## src/rtl/jtopl_opmix.sv

```systemverilog
// Operator output mixer: accumulates audible operator slots into one saturated sample per frame.
// Optional JTOPL_OPMIX_MUTE_EN adds a ch_mute[8:0] input that silences whole channels.
module jtopl_opmix #(
  parameter int SLOTS = 18,
  parameter int ACCW  = 18,
  parameter int OUTW  = 16
) (
  input  logic                   rst,
  input  logic                   clk,
  input  logic                   cenop,
  input  logic                   zero,
  input  logic signed [13:0]     op_result,
  input  logic        [8:0]      con,
`ifdef JTOPL_OPMIX_MUTE_EN
  input  logic        [8:0]      ch_mute,
`endif
  output logic signed [OUTW-1:0] snd,
  output logic                   snd_sample,
  output logic                   snd_sat
);

  localparam int CW = $clog2(SLOTS);
  // One guard bit over ACCW: a full frame of -8192 reaches -147456, beyond 18 signed bits.
  localparam int SUMW = ACCW + 1;
  localparam logic signed [SUMW-1:0] MAXV = SUMW'((1 <<< (OUTW-1)) - 1);
  localparam logic signed [SUMW-1:0] MINV = SUMW'(-(1 <<< (OUTW-1)));

  logic        [CW-1:0]   cnt;
  logic        [CW-1:0]   cur;
  logic        [CW-1:0]   grp;
  logic        [CW-1:0]   rem;
  logic        [3:0]      ch;
  logic                   op;
  logic                   audible;
  logic                   last;
  logic signed [SUMW-1:0] acc;
  logic signed [SUMW-1:0] contrib;
  logic signed [SUMW-1:0] total;
  logic signed [OUTW-1:0] clamp_val;
  logic                   clip;

  // Slot decode: zero overrides the free-running count so a resync discards the partial frame.
  always_comb begin
    cur     = zero ? '0 : cnt;
    grp     = cur / CW'(6);
    rem     = cur % CW'(6);
    op      = rem >= CW'(3);
    ch      = 4'(grp * CW'(3) + (op ? rem - CW'(3) : rem));
    audible = op | con[ch];
`ifdef JTOPL_OPMIX_MUTE_EN
    if (ch_mute[ch]) audible = 1'b0;
`endif
    contrib = audible ? SUMW'(op_result) : '0;
    total   = ((cur == '0) ? '0 : acc) + contrib;
    last    = cur == CW'(SLOTS-1);
  end

  always_comb begin
    clamp_val = total[OUTW-1:0];
    clip      = 1'b0;
    if (total > MAXV) begin
      clamp_val = MAXV[OUTW-1:0];
      clip      = 1'b1;
    end else if (total < MINV) begin
      clamp_val = MINV[OUTW-1:0];
      clip      = 1'b1;
    end
  end

  always_ff @(posedge clk or posedge rst) begin
    if (rst) begin
      cnt        <= '0;
      acc        <= '0;
      snd        <= '0;
      snd_sample <= 1'b0;
      snd_sat    <= 1'b0;
    end else if (cenop) begin
      cnt <= last ? '0 : cur + CW'(1);
      acc <= total;
      if (last) begin
        snd        <= clamp_val;
        snd_sat    <= clip;
        snd_sample <= 1'b1;
      end else begin
        snd_sample <= 1'b0;
      end
    end
  end

endmodule

```

## config.mk

```make
export PLATFORM = sky130hd
export DESIGN_NAME = jtopl_opmix
export DESIGN_NICKNAME = d
export VERILOG_FILES = /design/src/rtl/jtopl_opmix.sv
export SDC_FILE = /design/constraint.sdc
export NUM_CORES = 1
export LEC_CHECK = 0
export BUFFER_PORTS_ARGS = -buffer_cell sky130_fd_sc_hd__buf_2
export CAP_MARGIN = 40
export CORE_MARGIN = 1.5
export CORE_UTILIZATION = 60
export DETAILED_ROUTE_END_ITERATION = 10
export PLACE_DENSITY = 0.83
export SLEW_MARGIN = 15
export SYNTH_ARGS = -nofsm -noshare
export SYNTH_HDL_FRONTEND = slang
export SYNTH_SLANG_ARGS = --single-unit
export TNS_END_PERCENT = 20
```

## constraint.sdc

```tcl
create_clock -name clk -period 16.3 [get_ports clk]
set_clock_uncertainty 0.1 [all_clocks]
set_input_delay 0.815 -clock clk [delete_from_list [all_inputs] [get_ports clk]]
set_output_delay 0.815 -clock clk [all_outputs]
set_load 0.05 [all_outputs]
```

==> flow_summary.json, run 1 <==
{
  "outcome": "finished, final reports clean",
  "holdWs_ps": 381.6,
  "cts_hold_buf": 0,
  "synth_seq_area_share": 0.3012,
  "slowest_delay_ps": 560,
  "synth.distinct_cells": 67,
  "cts_tree": "yes",
  "whs_path_depth": 1,
  "maxSlewHeadroom": 0.4855,
  "antenna_left": 0,
  "die_x_um": 79.26,
  "fin_cells": 475,
  "hold_viol_final": 0,
  "slowest_stage": "and3_1",
  "clk_latency_ps": 300,
  "yosys_warnings": 0,
  "worstRegToRegCells": 35,
  "rrSetupSlack_ps": 6310,
  "avgSynthCellArea_um2": 9.640,
  "power_density_nw_per_um2": 151.5,
  "wire_per_inst_um": 16.01,
  "dr_total_vias": 2860,
  "grt_antenna_before_repair": 0,
  "drv_slew": 0,
  "clk_root_buffer_cell": "clkbuf_8",
  "numPortBuffers": 44,
  "cts_max_level": 2,
  "dp_hpwl_mm": 5.804,
  "drt_first_pass_iters": 4,
  "worstPathArrival_ps": 10290,
  "gr-total-overflow": 0,
  "netlist_instances": 362,
  "required_ps": 16440,
  "ctsResizeCount": 0,
  "synth-seq-cells": 42,
  "syn-cell-area_um2": 3490,
  "grt_max_degree": 43,
  "start_kind": "primary input",
  "finalWirelength_mm": 7.606,
  "tns_ps": 0,
  "rows": 27,
  "antennaDiodeCount": 0,
  "ys_async_sr_fraction": 1.000,
  "hp-class": "flop to flop",
  "via_per_inst": 6.021,
  "fmax_ghz": 0.09846,
  "drv_cap": 0,
  "fin_crit_ps": 10160,
  "start_util": 0.6260,
  "clk_path_buf_depth": 2,
  "path_class": "primary input to flop",
  "setup_violations": 0,
  "path_clk_slew_ps": 90,
  "syn-num-nets": 419,
  "dieArea_um2": 6282,
  "grt_usage": 0.2558,
  "cts.sinks": 42,
  "post-place-cells": 467,
  "ir_worst_vdd_uv": 87.64,
  "grt_pass1_wl_mm": 12.85,
  "drc": 0,
  "layout_common_cells": "buf_2, dfrtp_1, ha_1",
  "die_h_um": 79.26,
  "area_growth_pct": 10.18,
  "rsz0062_at_grt": "no",
  "cts_inserted_buffers": 5,
  "postCtsSetupRepairBufs": 0,
  "core_area_um2": 5574,
  "path_max_fanout": 18,
  "fin_crit_sh": 0.6231,
  "final_util": 0.6898,
  "worst_pin_slew_ps": 771.7,
  "end_kind": "flop",
  "crit_top_cell": "ha_1",
  "drive_above_1_share": 0.2432,
  "drtIter0Drc": 132,
  "power.total_mw": 0.5827,
  "gp_congestion": 0.8937,
  "power_leakage_nw": 1.810,
  "synth_edf_count": 0,
  "first_global_vias": 2889,
  "io_pins": 45,
  "synth-main-ff-cell": "dfrtp_1",
  "final_nets": 459,
  "final_common_cell": "buf_2"
}
flip-flops by register name, indices dropped and copies added, names as in the netlist:
register / count
snd_sat: 1
snd: 16
cnt: 5
acc: 19
snd_sample: 1
kinds of logic (layout without fill, tap and decap cells):
kind of cell             count (synthesis)  count (layout)  synth area share
AO/OA/AOI/OAI                          111             111            0.2449
XOR/XNOR                                22              22           0.05988
adder cells (fa/ha/maj)                 30              30            0.1140
buffers and inverters                   31              72           0.03908
flip-flops                              42              42            0.3012
multiplexers                            19              19           0.06741
AND/OR/NAND/NOR                        107             107            0.1735
cell usage after synthesis (11+ instances only):
| cell type | n | area share |
|---|---|---|
| mux2_2 | 16 | 0.052 |
| nor2_1 | 15 | 0.016 |
| nand2_1 | 15 | 0.016 |
| a21boi_0 | 11 | 0.024 |
| dfrtp_1 | 42 | 0.30 |
| o21ai_0 | 13 | 0.019 |
| and2_1 | 21 | 0.038 |
| inv_1 | 15 | 0.016 |
| a21oi_1 | 25 | 0.036 |
| ha_1 | 27 | 0.097 |
| nor2b_1 | 16 | 0.029 |
| xnor2_1 | 14 | 0.035 |
final timing paths:
path / from / endpoint
min in group asynchronous: rst / snd_sat
worst max register to register: cnt[3] / snd[1]
worst max-delay path: zero / snd[1]
max in group asynchronous: rst / cnt[2]
worst min register to register: acc[13] / acc[13]
worst min-delay path: acc[13] / acc[13]
metal layers:
metal	wire, µm	track usage	vias up
li1	-	-	1397
met1	3388	0.3238	1383
met2	3824	0.4479	67
met3	282	0.04138	13
met4	111	0.07544	0
met5	0	0	-
stage by stage:
stage	area, µm²	setup slack, ps
after global placement	3746	6557
final	3845	6143
after global routing	3845	5550
after floorplan	3490	7372
after CTS	3845	6265
after detailed placement	3746	5989
cell type report:
class,instances,area (µm²)
clock buffers,6,82.58
fillers,447,1729
clock inverters,2,16.27
well taps,72,90.09
inverters,18,67.56
multi-input cells,289,2302
flip-flops and latches,42,1051
repair buffers,46,235.2
power by group:
part	internal, mW	switching, mW	total (mW)
clock	0.0349	0.0377	0.0726
sequential	0.130	0.0132	0.143
combinational	0.163	0.204	0.367
worst max-delay path: cells and delay by family:
| family | cells | cell delay (ps) |
|---|---|---|
| xor gates and xnor gates | 2 | 730 |
| adders and majority gates | 8 | 2540 |
| buffers and inverters | 5 | 580 |
| muxes | 2 | 610 |
| and+or+nand+nor | 8 | 2270 |
| AOI/OAI and AO/OA | 11 | 2750 |
(Power assumes the default switching activity.)
==> run 2, diff against run 1 <==
CORE_UTILIZATION = 59   (was 60)
PLACE_DENSITY = 0.82   (was 0.83)
clock period = 9.7 ns   (was 16.3 ns; I/O delays follow)
==> flow_summary.json, run 2 (synthesized netlist as in run 1, its figures left out) <==
{
  "met3_usage": 0.04000,
  "first_global_vias": 2830,
  "fin_ws_ps": 565.8,
  "setup_violations": 0,
  "dieArea_um2": 6385,
  "clk_latency_ps": 310,
  "path_max_fanout": 18,
  "rsz0062_at_grt": "no",
  "crit_top_cell": "ha_1",
  "start_kind": "flop",
  "drive_above_1_share": 0.2519,
  "end_kind": "flop",
  "clk_path_buf_depth": 2,
  "cts_max_level": 2,
  "cts_hold_buf": 0,
  "fin_crit_ps": 9134,
  "use_met2": 0.4429,
  "worst_pin_slew_ps": 788.2,
  "cts_inserted_buffers": 5,
  "drt_first_pass_iters": 5,
  "use_met1": 0.3357,
  "numPortBuffers": 44,
  "cts.sinks": 42,
  "io_pins": 45,
  "hp-class": "primary input to asynchronous set/reset pin",
  "area_growth_pct": 11.12,
  "outcome": "finished, final reports clean",
  "required_ps": 9850,
  "final_nets": 461,
  "drv_cap": 0,
  "top_regs": "acc (19), snd (16), cnt (5)",
  "tns_ps": 0,
  "drc": 0,
  "slowest_stage": "fa_1",
  "wire_per_inst_um": 16.55,
  "ir_worst_vdd_uv": 191.5,
  "grt_busiest_layer": "met2",
  "gp_congestion": 0.9025,
  "power_leakage_nw": 1.820,
  "die_x_um": 79.91,
  "antennaDiodeCount": 0,
  "gr-total-overflow": 0,
  "slowest_delay_ps": 520,
  "layout_common_cells": "buf_2, dfrtp_1, ha_1",
  "drv_slew": 0,
  "die_h_um": 79.91,
  "drtIter0Drc": 209,
  "grt_usage": 0.2586,
  "path_clk_slew_ps": 90,
  "core_area_um2": 5608,
  "largest-register": "acc",
  "grt_pass1_wl_mm": 13.05,
  "final_common_cell": "buf_2",
  "rows": 27,
  "antenna_left": 0,
  "fin_crit_sh": 0.9417,
  "dr_total_vias": 2904,
  "maxSlewHeadroom": 0.4745,
  "power_density_nw_per_um2": 256.5,
  "worstPathArrival_ps": 9280,
  "hold_viol_final": 0,
  "dpl_worst_slack_ps": 82.65,
  "grt_max_degree": 43,
  "dp_hpwl_mm": 5.979,
  "grt_antenna_before_repair": 0,
  "finalWirelength_mm": 7.893,
  "largest_reg_flops": 19,
  "via_per_inst": 6.088,
  "start_util": 0.6223,
  "path_class": "flop to flop",
  "cts_tree": "yes",
  "fmax_ghz": 0.1095,
  "clk_root_buffer_cell": "clkbuf_8"
}
==> run 2: worst max-delay path, delay by kind of cell, from the launching register on <==
| kind | cells | cell delay, ps |
|---|---|---|
| and+or+nand+nor | 8 | 1940 |
| DFF | 1 | 510 |
| adders and majority gates | 8 | 2480 |
| AOI/OAI and AO/OA | 11 | 2470 |
| muxes | 2 | 570 |
| xor gates and xnor gates | 2 | 610 |
| buffers and inverters | 4 | 390 |
==> run 2: stage by stage <==
| stage | util | std cells | hold WS [ps] | cell area (µm²) | power, mW |
|---|---|---|---|---|---|
| after global routing | 0.6914 | 477 | 233.7 | 3877 | 1.069 |
| final | 0.6914 | 477 | 193.0 | 3877 | 0.9945 |
| after CTS | 0.6861 | 476 | 212.9 | 3847 | 0.9846 |
| after global placement | 0.6693 | 468 | 368.8 | 3754 | 0.8424 |
| after floorplan | - | 362 | 345.0 | 3490 | 0.7327 |
| after detailed placement | 0.6693 | 468 | 385.5 | 3754 | 0.8624 |
==> run 2: power breakdown <==
group	leakage (nW)	switching (mW)	internal, mW	total [mW]
combinational	1.23	0.356	0.280	0.636
clock	0.0447	0.0663	0.0519	0.118
sequential	0.545	0.0219	0.219	0.240
==> run 2: path summary, 6_finish.rpt <==
check	from	endpoint	slack (ps)	depth (start not counted)
max	cnt[3]	snd[13]	570	35
min	rst	snd[4]	190	3
max reg2reg	cnt[3]	snd[13]	570	35
min reg2reg	acc[18]	acc[18]	400	1
max in group asynchronous	rst	cnt[2]	8940	3
min in group clk	acc[18]	acc[18]	400	1
==> run 2: cell type report <==
| type | instances | area (µm²) |
|---|---|---|
| clock buffers | 5 | 68.82 |
| clock inverters | 3 | 25.02 |
| fillers | 442 | 1730 |
| inverters | 18 | 67.56 |
| multi-input cells | 289 | 2312 |
| flip-flops and latches | 42 | 1051 |
| well taps | 72 | 90.09 |
| repair buffers | 48 | 262.8 |
==> run 2: per-layer routing <==
metal	vias up	routed length, µm
met5	-	0
met1	1395	3424
li1	1406	-
met3	18	369
met2	85	3957
met4	0	142
==> run 2: repair_timing <==
action,4_1_cts,5_1_grt
buffers inserted,0,1
gates resized for setup,0,3
setup endpoints to repair,0,17
